$ cat src/rtl/fpu_divsqrt_scheduler_pkg.sv
`default_nettype none
// ============================================================================
// Module   : fpu_divsqrt_scheduler_pkg
// Purpose  : Shared types and constants for the divide/sqrt scheduler.
// Revision : 1.0 - initial release
// ============================================================================
package fpu_divsqrt_scheduler_pkg;

  localparam int FDIVSQRT_ITER_CYCLES      = 14;
  // Storage bounds for the latched request; TAG_WIDTH must not exceed 16.
  localparam int FDIVSQRT_MAX_TAG_WIDTH    = 16;
  localparam int FDIVSQRT_MAX_THREAD_WIDTH = 2;

  typedef enum logic [1:0] {
    S_IDLE  = 2'd0,
    S_START = 2'd1,
    S_BUSY  = 2'd2,
    S_RESP  = 2'd3
  } FDivSqrtSchedState;

  typedef struct packed {
    logic                                 is_divide;
    logic [31:0]                          lhs;
    logic [31:0]                          rhs;
    logic [FDIVSQRT_MAX_TAG_WIDTH-1:0]    tag;
    logic [FDIVSQRT_MAX_THREAD_WIDTH-1:0] thread;
  } FDivSqrtSchedReq;

endpackage
`default_nettype wire

$ cat src/rtl/fpu_rr_arbiter.sv
`default_nettype none
// ============================================================================
// Module   : fpu_rr_arbiter
// Purpose  : Round-robin grant starting the search at a supplied pointer.
// Revision : 1.0 - initial release
// ============================================================================
module fpu_rr_arbiter #(
  parameter int NUM_THREADS = 2
) (
  input  logic [NUM_THREADS-1:0]         req_i,
  input  logic [$clog2(NUM_THREADS)-1:0] ptr_i,
  output logic [NUM_THREADS-1:0]         grant_o,
  output logic [$clog2(NUM_THREADS)-1:0] grant_idx_o,
  output logic                           grant_valid_o
);

  localparam int TW = $clog2(NUM_THREADS);

  logic [NUM_THREADS-1:0] rot;
  logic [TW:0]            sum;

  always_comb begin
    grant_o       = '0;
    grant_idx_o   = '0;
    grant_valid_o = 1'b0;
    sum           = '0;
    // rot[k] holds the request of thread (ptr + k) mod NUM_THREADS
    rot = NUM_THREADS'({req_i, req_i} >> ptr_i);
    for (int k = 0; k < NUM_THREADS; k++) begin
      if (!grant_valid_o && rot[k]) begin
        grant_valid_o = 1'b1;
        sum = {1'b0, ptr_i} + (TW+1)'(k);
        if (sum >= (TW+1)'(NUM_THREADS)) begin
          sum = sum - (TW+1)'(NUM_THREADS);
        end
        grant_idx_o = sum[TW-1:0];
      end
    end
    if (grant_valid_o) begin
      grant_o = NUM_THREADS'(1) << grant_idx_o;
    end
  end

endmodule
`default_nettype wire

$ cat src/rtl/fpu_divsqrt_scheduler.sv
`default_nettype none
// ============================================================================
// Module   : fpu_divsqrt_scheduler
// Purpose  : Shares one iterative div/sqrt unit between SMT threads.
//            FPU_DIVSQRT_SCHED_STATS_EN adds busy/conflict cycle counters.
// Revision : 1.0 - initial release
// ============================================================================
module fpu_divsqrt_scheduler
  import fpu_divsqrt_scheduler_pkg::*;
#(
  parameter int NUM_THREADS = 2,
  parameter int TAG_WIDTH   = 7,
  parameter int ITER_CYCLES = FDIVSQRT_ITER_CYCLES
) (
  input  logic                                  clk,
  input  logic                                  rst_n,
  input  logic [NUM_THREADS-1:0]                req_valid,
  output logic [NUM_THREADS-1:0]                req_ready,
  input  logic [NUM_THREADS-1:0]                req_is_divide,
  input  logic [NUM_THREADS-1:0][31:0]          req_lhs,
  input  logic [NUM_THREADS-1:0][31:0]          req_rhs,
  input  logic [NUM_THREADS-1:0][TAG_WIDTH-1:0] req_tag,
  input  logic [NUM_THREADS-1:0]                flush,
  output logic                                  unit_start,
  output logic                                  unit_kill,
  output logic                                  unit_is_divide,
  output logic [31:0]                           unit_lhs,
  output logic [31:0]                           unit_rhs,
  input  logic [31:0]                           unit_result,
  input  logic [4:0]                            unit_fflags,
  output logic                                  resp_valid,
  input  logic                                  resp_ready,
  output logic [$clog2(NUM_THREADS)-1:0]        resp_thread,
  output logic [TAG_WIDTH-1:0]                  resp_tag,
  output logic [31:0]                           resp_data,
  output logic [4:0]                            resp_fflags
`ifdef FPU_DIVSQRT_SCHED_STATS_EN
  ,
  output logic [31:0]                           stat_busy_cycles,
  output logic [31:0]                           stat_conflict_cycles
`endif
);

  localparam int TW = $clog2(NUM_THREADS);
  localparam int CW = $clog2(ITER_CYCLES);

  FDivSqrtSchedState      state_q;
  FDivSqrtSchedReq        op_q, op_d;
  logic [CW-1:0]          cnt_q;
  logic [TW-1:0]          ptr_q, ptr_d;
  logic                   unit_start_q, unit_kill_q, resp_valid_q;
  logic [31:0]            resp_data_q;
  logic [4:0]             resp_fflags_q;

  logic [NUM_THREADS-1:0] elig, grant;
  logic [TW-1:0]          grant_idx;
  logic                   grant_vld;
  logic                   owner_flush;
  logic                   unused_op_bits;

  assign elig = req_valid & ~flush;

  fpu_rr_arbiter #(
    .NUM_THREADS (NUM_THREADS)
  ) u_arb (
    .req_i         (elig),
    .ptr_i         (ptr_q),
    .grant_o       (grant),
    .grant_idx_o   (grant_idx),
    .grant_valid_o (grant_vld)
  );

  assign req_ready = (rst_n && state_q == S_IDLE) ? grant : '0;

  always_comb begin
    op_d           = '0;
    op_d.is_divide = req_is_divide[grant_idx];
    op_d.lhs       = req_lhs[grant_idx];
    op_d.rhs       = req_rhs[grant_idx];
    op_d.tag       = FDIVSQRT_MAX_TAG_WIDTH'(req_tag[grant_idx]);
    op_d.thread    = FDIVSQRT_MAX_THREAD_WIDTH'(grant_idx);
    ptr_d          = (grant_idx == TW'(NUM_THREADS-1)) ? '0 : grant_idx + TW'(1);
  end

  assign owner_flush = flush[op_q.thread[TW-1:0]];

  always_ff @(posedge clk or negedge rst_n) begin
    if (!rst_n) begin
      state_q       <= S_IDLE;
      op_q          <= '0;
      cnt_q         <= '0;
      ptr_q         <= '0;
      unit_start_q  <= 1'b0;
      unit_kill_q   <= 1'b0;
      resp_valid_q  <= 1'b0;
      resp_data_q   <= '0;
      resp_fflags_q <= '0;
    end else begin
      unit_start_q <= 1'b0;
      unit_kill_q  <= 1'b0;
      case (state_q)
        S_IDLE: begin
          if (grant_vld) begin
            op_q         <= op_d;
            ptr_q        <= ptr_d;
            unit_start_q <= 1'b1;
            state_q      <= S_START;
          end
        end
        S_START: begin
          if (owner_flush) begin
            unit_kill_q <= 1'b1;
            state_q     <= S_IDLE;
          end else begin
            cnt_q   <= CW'(ITER_CYCLES-1);
            state_q <= S_BUSY;
          end
        end
        S_BUSY: begin
          // A flush on the result cycle still wins: the result is discarded.
          if (owner_flush) begin
            unit_kill_q <= 1'b1;
            state_q     <= S_IDLE;
          end else if (cnt_q == '0) begin
            resp_data_q   <= unit_result;
            resp_fflags_q <= unit_fflags;
            resp_valid_q  <= 1'b1;
            state_q       <= S_RESP;
          end else begin
            cnt_q <= cnt_q - CW'(1);
          end
        end
        S_RESP: begin
          if (owner_flush || resp_ready) begin
            resp_valid_q <= 1'b0;
            state_q      <= S_IDLE;
          end
        end
        default: state_q <= S_IDLE;
      endcase
    end
  end

  assign unit_start     = unit_start_q;
  assign unit_kill      = unit_kill_q;
  assign unit_is_divide = op_q.is_divide;
  assign unit_lhs       = op_q.lhs;
  assign unit_rhs       = op_q.rhs;
  assign resp_valid     = resp_valid_q;
  assign resp_thread    = op_q.thread[TW-1:0];
  assign resp_tag       = op_q.tag[TAG_WIDTH-1:0];
  assign resp_data      = resp_data_q;
  assign resp_fflags    = resp_fflags_q;

  // Tag and thread are stored at their maximum widths; upper bits stay zero.
  assign unused_op_bits = ^{op_q.tag, op_q.thread};

`ifdef FPU_DIVSQRT_SCHED_STATS_EN
  logic [31:0] stat_busy_q, stat_conf_q;

  always_ff @(posedge clk or negedge rst_n) begin
    if (!rst_n) begin
      stat_busy_q <= '0;
      stat_conf_q <= '0;
    end else begin
      if (state_q != S_IDLE && stat_busy_q != '1) begin
        stat_busy_q <= stat_busy_q + 32'd1;
      end
      if (state_q == S_IDLE && $countones(elig) >= 2 && stat_conf_q != '1) begin
        stat_conf_q <= stat_conf_q + 32'd1;
      end
    end
  end

  assign stat_busy_cycles     = stat_busy_q;
  assign stat_conflict_cycles = stat_conf_q;
`endif

endmodule
`default_nettype wire

$ cat config.mk
export PLATFORM = sky130hd
export DESIGN_NAME = fpu_divsqrt_scheduler
export DESIGN_NICKNAME = d
export VERILOG_FILES = /design/src/rtl/fpu_divsqrt_scheduler_pkg.sv /design/src/rtl/fpu_rr_arbiter.sv /design/src/rtl/fpu_divsqrt_scheduler.sv
export SDC_FILE = /design/constraint.sdc
export NUM_CORES = 1
export LEC_CHECK = 0
export ABC_AREA = 1
export BUFFER_PORTS_ARGS = -buffer_cell sky130_fd_sc_hd__buf_2
export CORE_AREA = 2 2 124 126
export DETAILED_ROUTE_END_ITERATION = 8
export DIE_AREA = 0 0 126 128
export GPL_ROUTABILITY_DRIVEN = 0
export HOLD_SLACK_MARGIN = 0.02
export PLACE_DENSITY = 0.86
export SLEW_MARGIN = 40
export SYNTH_ARGS = -nofsm -noshare
export SYNTH_HDL_FRONTEND = slang
export SYNTH_SLANG_ARGS = --single-unit
export TNS_END_PERCENT = 5
$ cat constraint.sdc
create_clock -name clk -period 1.3 [get_ports clk]
set_input_delay 0.26 -clock clk [delete_from_list [all_inputs] [get_ports clk]]
set_output_delay 0.26 -clock clk [all_outputs]
set_load 0.02 [all_outputs]
==> run summary, run 1 <==
Max-slew violations = 0
Largest net degree at the start of global routing = 65
Share of the synthesized area in the top cell type = 0.489
Number of I/O pins = 303
Clk_lat worst skew = 400 ps
DRT Pass-1 Iters = 5
Vias in the first global route = 6257
Setup TNS Final = -16960 ps
Hold path cells = 3
H-tree levels = 4
Drt drc = 0
Overall Power = 20.9 mW
Final core utilization = 0.619
CORE AREA = 14900 um2
Hold WS = 87.2 ps
Worst Tran Pin Value = 338 ps
WP data arrival = 1430 ps
Dpl cells = 1160
Dpl hpwl = 14.6 mm
Largest area contributor in the netlist = dfrtp_1
Die W = 126 um
Violated checks = negative setup slack
Overflow after GRT = 0
Worst setup slack after layout = -387 ps
Min-delay worst type = input pin to flop
CTS Root Cell = clkbuf_16
Die Span Y = 128 um
Bufs on Longest Clock Path = 2
P&R area growth vs syn = 49.6%
Leakage = 4.87 nW
Syn Nets = 859
Vias per Instance = 5.27
DRT iter0 DRCs = 450
Synth Instances = 665
Clk_skew = 8.59 ps
Register bit total from synthesis = 120
Fin. Hold Viols = 0
Rel. slew slack = 0.775
Final cycle utilization of the critical path = 1.30
Post-synth EDFFs = 0
Min cycle time layout = 1690 ps
Top_reg_cell synth = dfrtp_1
Worst setup SP type = flop
Cell Area, Placed = 8180 um2
Crit. End Element = primary output
Initial antenna violation count = 1
Synthesized area per cell = 9.24 um2
Setup-failing EPs final = 121
CTS sink cnt = 120
RSZ-0062 raised after global routing = true
Cell Area, Synth = 6140 um2
Routed Antenna Nets = 0
Final WL = 20.6 mm
Total track usage = 0.248
Finished Layout Cells = 1205
CTS tree = yes
CTS buffer count = 17
Vias post-DR = 6356
Final Instance Area = 9190 um2
Peak VDD IR = 0.00128 V
YS warnings = 0
Clk slew on worst S/H paths = 50 ps
Ys async rst share = 1.00
Top cells by count, synth = 120 x dfrtp_1, 116 x nand2_1, 116 x nand3_1, 74 x nand4_1, 50 x inv_1
Data required time of the worst path = 1040 ps
DP Worst Slack = -197 ps
Die Area = 16100 um2
Pwr Density = 2270 nW/um2
FF-to-FF path depth = 11
Most common cell in the netlist = dfrtp_1
Total Nets Final = 1198
Port Buffers = 302
Sequential share of the synthesized area = 0.489
Max Cap Violations = 0
Status = complete, but fails checks
WL/cell = 17.1 um
Highest clock rate = 593 MHz
Top cells by area, synth = dfrtp_1 49%, nand3_1 9.4%, nand4_1 7.5%
Share of cells above drive strength 1 = 0.543
Kind of critical path = flop to primary output
Number of cell rows = 45
Starting Density = 0.413
Worst-path fanout max = 3
First-pass GRT wire length = 31.8 mm
Library cells used by synthesis = 24
## cells in the final DEF, fill, tap and decap left out, drive strengths merged
cell type and count:
buf 374, nand3 157, nand2 143, dfrtp 120, nand4 74, inv 55, o21ai 42, clkbuf 21
nor2 10, clkinv 6, ha 6, bufinv 3, or2 2, diode 1, o211ai 1, clkinvlp 1
dlygate4sd3 1
## final timing paths
check,start,endpoint,slack (ps)
max in group asynchronous,rst_n,unit_lhs[26]$_DFFE_PN0P_,390
min in group asynchronous,rst_n,unit_lhs[21]$_DFFE_PN0P_,620
setup reg to reg,state_q[1]$_DFFE_PN0P_,state_q[0]$_DFFE_PN0P_,-250
setup / recovery,state_q[1]$_DFFE_PN0P_,req_ready[0],-390
hold reg to reg,resp_data[4]$_DFFE_PN0P_,resp_data[4]$_DFFE_PN0P_,480
hold / removal,req_rhs[16],unit_rhs[16]$_DFFE_PN0P_,90
## timing repair
item	4_1_cts	5_1_grt
endpoints found under the hold margin	120	0
pin swaps	9	11
gates resized for setup	39	39
hold buffers	1	0
cloned	2	0
endpoints found under the setup margin	119	122
setup buffers	8	2
## metal layers
metal  track usage  up-vias  routed length (um)
met5             0        -                   0
met2         0.426      307               10400
met3        0.0655       62                1360
li1              -     2952                   -
met1         0.304     3035                8060
met4        0.0873        0                 705
## layout make-up
| type | instances | area (um2) |
|---|---|---|
| Fill cell | 1197 | 5670 |
| Sequential cell | 120 | 3000 |
| Multi-Input combinational cell | 435 | 2770 |
| Timing Repair Buffer | 375 | 2400 |
| Clock buffer | 21 | 450 |
| Tap cell | 188 | 235 |
| Inverter | 55 | 209 |
| Clock inverter | 10 | 128 |
| Antenna cell | 1 | 2.50 |
## cell families after synthesis
kind of cell | after synthesis | share of synthesized area
fa+ha+maj | 6 | 0.0122
flops | 120 | 0.489
buf+inv | 110 | 0.101
compound gates | 43 | 0.0538
simple gates | 386 | 0.344
## flip-flops by register name, summed over array words and instances (netlist names)
signal,flops
resp_data,32
unit_lhs,32
unit_rhs,32
resp_tag,7
resp_fflags,5
cnt_q,4
state_q,2
ptr_q,1
resp_thread,1
resp_valid,1
unit_is_divide,1
unit_kill,1
unit_start,1
## where the power goes
| group | total, mW | internal [mW] | switching [mW] |
|---|---|---|---|
| Sequential | 6.42 | 5.41 | 1.01 |
| Clock | 4.63 | 3.03 | 1.60 |
| Combinational | 9.86 | 3.82 | 6.04 |
## worst max-delay path, cell delays in order, from the launching register on
cell,delay (ps)
dfrtp_1,390
inv_2,80
ha_4,170
nand2_4,60
inv_4,60
nand2_4,60
nor2_4,80
buf_6,120
Power figures use the tool's default switching activity.
==> run 2: changes to the inputs <==
--- a/config.mk
+++ b/config.mk
@@ -13,6 +13,7 @@
 export GPL_ROUTABILITY_DRIVEN = 0
 export HOLD_SLACK_MARGIN = 0.02
 export PLACE_DENSITY = 0.86
+export SETUP_SLACK_MARGIN = 0.5
 export SLEW_MARGIN = 40
 export SYNTH_ARGS = -nofsm -noshare
 export SYNTH_HDL_FRONTEND = slang
==> run summary, run 2 (synthesis gave the netlist of run 1 again) <==
Status = complete, but fails checks
Violated checks = negative hold slack, negative setup slack
Most common cell after layout, fill and taps aside = buf_2
Die Span Y = 128 um (unchanged)
Clk_skew = 6.77 ps (-1.83 ps)
Delay-heaviest family, CP = flip-flops
Initial antenna violation count = 0 (-1)
RSZ-0062 raised after global routing = true
Most frequent cells in the layout = 207 x buf_2, 119 x dfrtp_1, 110 x nand3_1, 110 x buf_6, 106 x nand2_1
Largest net degree at the start of global routing = 121 (+86%)
Crit-path most repeated cell = nand2_4
First-pass GRT wire length = 34.8 mm (+9.6%)
Slowest-stage cell, CP = dfrtp_1
CTS Root Cell = clkbuf_16
Fillers = 1059 (-12%)
DRT Pass-1 Iters = 5 (unchanged)
Drt drc = 0 (unchanged)
Hold WS = -20.9 ps (-108 ps)
Share of cells above drive strength 1 = 0.545 (+0.00127)
WL/cell = 18.5 um (+8.3%)
CORE AREA = 14900 um2 (unchanged)
Die Area = 16100 um2 (unchanged)
P&R area growth vs syn = 62.5%
Kind of critical path = flop to primary output
Worst-path fanout max = 3 (unchanged)
Reg2reg start = cnt_q[0]$_DFFE_PN0P_
DRT iter0 DRCs = 622 (+38%)
Min-delay worst type = input pin to async pin
CTS buffer count = 17 (unchanged)
Reg2reg end = resp_data[10]$_DFFE_PN0P_
Final WL = 22.6 mm (+9.6%)
Vias post-DR = 6692 (+5.3%)
Routed Antenna Nets = 0 (unchanged)
Final cycle utilization of the critical path = 1.31 (+0.0166)
Largest stage delay, worst path = 390 ps (about the same)
Overflow after GRT = 0 (unchanged)
WP data arrival = 1450 ps (+20 ps)
Critical path buffers and inverters = 3 (unchanged)
Reg2reg setup slack = -270 ps (-20 ps)
Dpl hpwl = 14.2 mm (-2.9%)
Fin. Hold Viols = 63 (+63)
Crit. End Element = primary output
Vias per Instance = 5.49 (+4.0%)
Number of cell rows = 45 (unchanged)
Starting Density = 0.413 (unchanged)
Clk slew on worst S/H paths = 60 ps (about the same)
Setup-failing EPs final = 121 (unchanged)
Vias in the first global route = 6681 (+6.8%)
CTS sink cnt = 120 (unchanged)
Rel. slew slack = 0.571 (-0.203)
CP Cell Sequence = inv_2 > ha_4 > nand2_4 > inv_4 > nand2_4 > nor2_4 > buf_6
CTS tree = yes
Total Nets Final = 1213 (+1.3%)
Worst setup SP type = flop
DP Worst Slack = -194 ps (+3.61 ps)
Total track usage = 0.275 (+0.0263)
Max Cap Violations = 0 (unchanged)
Peak VDD IR = 0.00118 V (-7.7%)
Ant diodes = 0 (-1)
Crit path launch = state_q[0]$_DFFE_PN0P_
Number of I/O pins = 303 (unchanged)
Max-slew violations = 0 (unchanged)
Leakage = 5.13 nW (+5.2%)
Setup TNS Final = -18640 ps (-1680 ps)
Pwr Density = 2370 nW/um2 (+4.0%)
Port Buffers = 302 (unchanged)
Highest clock rate = 585 MHz (-1.3%)
Worst setup slack after layout = -409 ps (-21.5 ps)
Die W = 126 um (unchanged)
H-tree levels = 4 (unchanged)
Data required time of the worst path = 1040 ps (about the same)
FF-to-FF path depth = 9 (-2)
Bufs on Longest Clock Path = 2 (unchanged)
Min cycle time layout = 1710 ps (+21.5 ps)
Worst Tran Pin Value = 643 ps (+305 ps)
Clk_lat worst skew = 420 ps (+20 ps)
## run 2: changes by cell type in the layout (fill, tap and decap cells not counted), moves of 3 or more
cell	before	now
buf_2	297	207
nand3_1	103	110
buf_12	14	17
buf_6	18	110
nor2_2	1	4
buf_4	41	45
nand3_2	50	45
nand2_2	32	28
buf_8	0	3
clkbuf_8	1	4
## run 2: cell type report
| type | count | area [um2] | area share |
|---|---|---|---|
| well taps | 188 | 235 | 0.0236 |
| clock buffers | 24 | 492 | 0.0492 |
| repair buffers | 389 | 3200 | 0.320 |
| flip-flops and latches | 120 | 3000 | 0.301 |
| clock inverters | 8 | 118 | 0.0118 |
| inverters | 55 | 209 | 0.0209 |
| multi-input cells | 436 | 2730 | 0.274 |
## run 2: stage by stage
step | total power, mW | area (um2) | util | cells
5_1_grt | 24.8 | 9990 | 0.672 | 1220
3_3_place_gp | 15.2 | 8130 | 0.547 | 1155
2_1_floorplan | 11.9 | 6210 | - | 665
3_5_place_dp | 15.5 | 8130 | 0.547 | 1155
6_report | 23.6 | 9990 | 0.672 | 1220
4_1_cts | 23.1 | 9770 | 0.657 | 1208
## run 2: per-layer routing
layer / track usage / vias up / wire [um]
li1: - / 2991 / -
met1: 0.333 / 3223 / 8640
met2: 0.461 / 388 / 11400
met3: 0.0639 / 90 / 1530
met4: 0.140 / 0 / 1030
met5: 0 / - / 0
## run 2: worst max-delay path by stage
| stage | depth (start not counted) | endpoint |
|---|---|---|
| floorplan | 7 | req_ready[0] |
| global placement | 8 | resp_data[28]$_DFFE_PN0P_ |
| detailed placement | 8 | resp_data[28]$_DFFE_PN0P_ |
| CTS | 7 | req_ready[0] |
| global route | 7 | req_ready[0] |
| finish | 7 | req_ready[0] |
## run 2: repair_timing
item                                    4_1_cts  5_1_grt
endpoints found under the setup margin      235      235
pin swaps                                    50       17
hold endpoints to repair                    102        2
cloned                                        8        0
gates resized for setup                     224       36
buffers inserted                             13       12
## run 2: power breakdown
part	switching [mW]	internal (mW)	total [mW]
registers	1.32	5.42	6.74
clock network	1.66	3.20	4.86
logic	6.27	5.75	12.0
==> run 3: changes to the inputs <==
--- a/config.mk
+++ b/config.mk
@@ -5,14 +5,14 @@
 export SDC_FILE = /design/constraint.sdc
 export NUM_CORES = 1
 export LEC_CHECK = 0
-export ABC_AREA = 1
 export BUFFER_PORTS_ARGS = -buffer_cell sky130_fd_sc_hd__buf_2
-export CORE_AREA = 2 2 124 126
+export CORE_AREA = 2 2 118 120
+export CTS_CLUSTER_DIAMETER = 50
 export DETAILED_ROUTE_END_ITERATION = 8
-export DIE_AREA = 0 0 126 128
+export DIE_AREA = 0 0 120 122
 export GPL_ROUTABILITY_DRIVEN = 0
 export HOLD_SLACK_MARGIN = 0.02
-export PLACE_DENSITY = 0.86
+export PLACE_DENSITY = 0.84
 export SETUP_SLACK_MARGIN = 0.5
 export SLEW_MARGIN = 40
 export SYNTH_ARGS = -nofsm -noshare
==> run summary, run 3 <==
Status = complete, but fails checks
Violated checks = negative setup slack
CTS buffer count = 17 (unchanged)
Number of I/O pins = 303 (unchanged)
DRT iter0 DRCs = 219 (-65%)
Cell Area, Placed = 7100 um2 (-13%)
Die Area = 14600 um2 (-9.2%)
Slowest-stage cell, CP = dfrtp_1
Leakage = 5.02 nW (-2.1%)
Total track usage = 0.230 (-0.0449)
Largest area contributor in the netlist = dfrtp_1
Data required time of the worst path = 1590 ps (+550 ps)
CP Cell Sequence = inv_2 > ha_4 > or3b_4 > a311o_2 > mux2_4
Highest clock rate = 562 MHz (-3.9%)
Number of cell rows = 43 (-4.4%)
Clk_skew = 6.18 ps (-0.581 ps)
Crit. End Element = flop
CTS tree = yes
Share of the synthesized area in the top cell type = 0.586 (+0.0975)
Fillers = 964 (-9.0%)
P&R area growth vs syn = 74.6%
Syn Nets = 581 (-32%)
Drt drc = 0 (unchanged)
Peak VDD IR = 0.00122 V (+3.6%)
Vias in the first global route = 5108 (-24%)
Setup-failing EPs final = 122 (+0.83%)
Most common cell after layout, fill and taps aside = buf_2
Port Buffers = 302 (unchanged)
Setup TNS Final = -40630 ps (-21990 ps)
Delay-heaviest family, CP = flip-flops
Kind of critical path = flop to flop
Routed Antenna Nets = 0 (unchanged)
YS warnings = 0 (unchanged)
Min-delay worst type = input pin to async pin
Clk slew on worst S/H paths = 60 ps (about the same)
Die W = 120 um (-4.8%)
Top_reg_cell synth = dfrtp_1
Min cycle time layout = 1780 ps (+69.0 ps)
Share of cells above drive strength 1 = 0.604 (+0.0597)
Synthesized area per cell = 13.2 um2 (+43%)
Fin. Hold Viols = 0 (-100%)
Rel. slew slack = 0.515 (-0.0563)
Vias per Instance = 5.15 (-6.1%)
Synth Instances = 387 (-42%)
Worst Tran Pin Value = 727 ps (+84.4 ps)
Cell Area, Synth = 5120 um2 (-17%)
Starting Density = 0.379 (-0.0341)
Overflow after GRT = 0 (unchanged)
Initial antenna violation count = 2 (+2)
Largest stage delay, worst path = 400 ps (about the same)
Die Span Y = 122 um (-4.7%)
Register bit total from synthesis = 120 (unchanged)
Vias post-DR = 4781 (-29%)
Clk_lat worst skew = 400 ps (-20 ps)
Most common cell in the netlist = dfrtp_1
WP data arrival = 2070 ps (+620 ps)
First-pass GRT wire length = 25.7 mm (-26%)
Library cells used by synthesis = 36 (+50%)
Final WL = 17.4 mm (-23%)
Bufs on Longest Clock Path = 2 (unchanged)
Sequential share of the synthesized area = 0.586 (+0.0975)
Total Nets Final = 929 (-23%)
Worst setup SP type = flop
Top cells by area, synth = dfrtp_1 59%, a22o_1 12%, a21o_1 11%
Dpl hpwl = 10.8 mm (-24%)
Worst-path fanout max = 3 (unchanged)
Max-slew violations = 0 (unchanged)
CORE AREA = 13500 um2 (-9.2%)
Max Cap Violations = 0 (unchanged)
Final core utilization = 0.662 (-0.00933)
Ant diodes = 0 (unchanged)
WP depth = 5 (-2)
Most frequent cells in the layout = 186 x buf_2, 122 x buf_6, 120 x dfrtp_1, 74 x a21o_1, 73 x a22o_1
DRT Pass-1 Iters = 4 (-1)
Largest net degree at the start of global routing = 65 (-46%)
CTS Root Cell = clkbuf_16
Ys async rst share = 1.00 (unchanged)
Final cycle utilization of the critical path = 1.37 (+0.0530)
Top cells by count, synth = 120 x dfrtp_1, 74 x a21o_1, 73 x a22o_1, 35 x mux2_2
Critical path buffers and inverters = 1 (-2)
RSZ-0062 raised after global routing = true
H-tree levels = 4 (unchanged)
Post-synth EDFFs = 0 (unchanged)
WL/cell = 18.8 um (+1.5%)
Worst setup slack after layout = -478 ps (-69.0 ps)
FF-to-FF path depth = 5 (-4)
Pwr Density = 2160 nW/um2 (-8.5%)
Final Instance Area = 8950 um2 (-10%)
CTS sink cnt = 120 (unchanged)
-- run 3: cell count changes after synthesis, sizes merged, moves of 9 or more --
| cell | delta |
|---|---|
| mux2 | +38 |
| nand3 | -155 |
| a22o | +73 |
| o21ai | -36 |
| nand2 | -140 |
| clkbuf | +10 |
| nor2 | -9 |
| nand4 | -74 |
| inv | -48 |
| buf | -36 |
| a21o | +74 |
-- run 3: logic make-up (layout without fill, tap and decap cells) --
logic type | after synthesis | in the layout | share of synthesized area
buffers and inverters | 37 | 398 | 0.0310
and+or+nand+nor | 18 | 18 | 0.0227
adders and majority gates | 6 | 6 | 0.0147
muxes | 39 | 39 | 0.0862
DFF | 120 | 120 | 0.586
AOI/OAI and AO/OA | 167 | 167 | 0.259
-- run 3: per-stage QoR --
stage	total power, mW	setup slack [ps]	std cells	hold slack [ps]
6_report	19.4	-478	928	38.0
3_3_place_gp	11.8	-432	870	323
2_1_floorplan	9.57	-532	387	-35.6
5_1_grt	20.3	-554	928	28.5
3_5_place_dp	12.0	-469	870	325
4_1_cts	19.2	-514	916	28.9
-- run 3: path summary, 6_finish.rpt --
path | slack, ps | to | from
min in group clk | 50 | unit_lhs[8]$_DFFE_PN0P_ | req_lhs[8]
min | 40 | unit_rhs[31]$_DFFE_PN0P_ | rst_n
max reg2reg | -480 | state_q[1]$_DFFE_PN0P_ | cnt_q[1]$_DFFE_PN0P_
max | -480 | state_q[1]$_DFFE_PN0P_ | cnt_q[1]$_DFFE_PN0P_
min reg2reg | 530 | resp_data[14]$_DFFE_PN0P_ | resp_data[14]$_DFFE_PN0P_
max in group asynchronous | 780 | resp_data[21]$_DFFE_PN0P_ | rst_n
-- run 3: final cells by class --
class                      count  area [um2]  area share
clock inverter                12         221      0.0248
inverter                       7        26.3     0.00294
sequential                   120        3000       0.336
tap                          180         225      0.0252
multi-input combinational    230        2100       0.235
clock buffer                  20         457      0.0510
timing repair buffer         359        2910       0.326
-- run 3: report_power, final --
part / switching [mW] / internal, mW
clock network: 1.66 / 3.69
registers: 0.900 / 4.89
logic: 3.62 / 4.59
-- run 3: per-layer routing --
layer  routed length, um  vias up  GRT usage
met2                9200      262      0.400
met5                  27        -          0
met1                6360     2332      0.249
met4                 354        4     0.0941
met3                1460       32     0.0927
li1                    -     2151          -
-- run 3: repair_timing --
action	in CTS	in global routing
pin swaps	43	25
buffers inserted	10	10
hold endpoints to repair	64	0
hold buffers	1	0
setup endpoints to repair	235	299
cloned	3	2
resized for setup	256	15
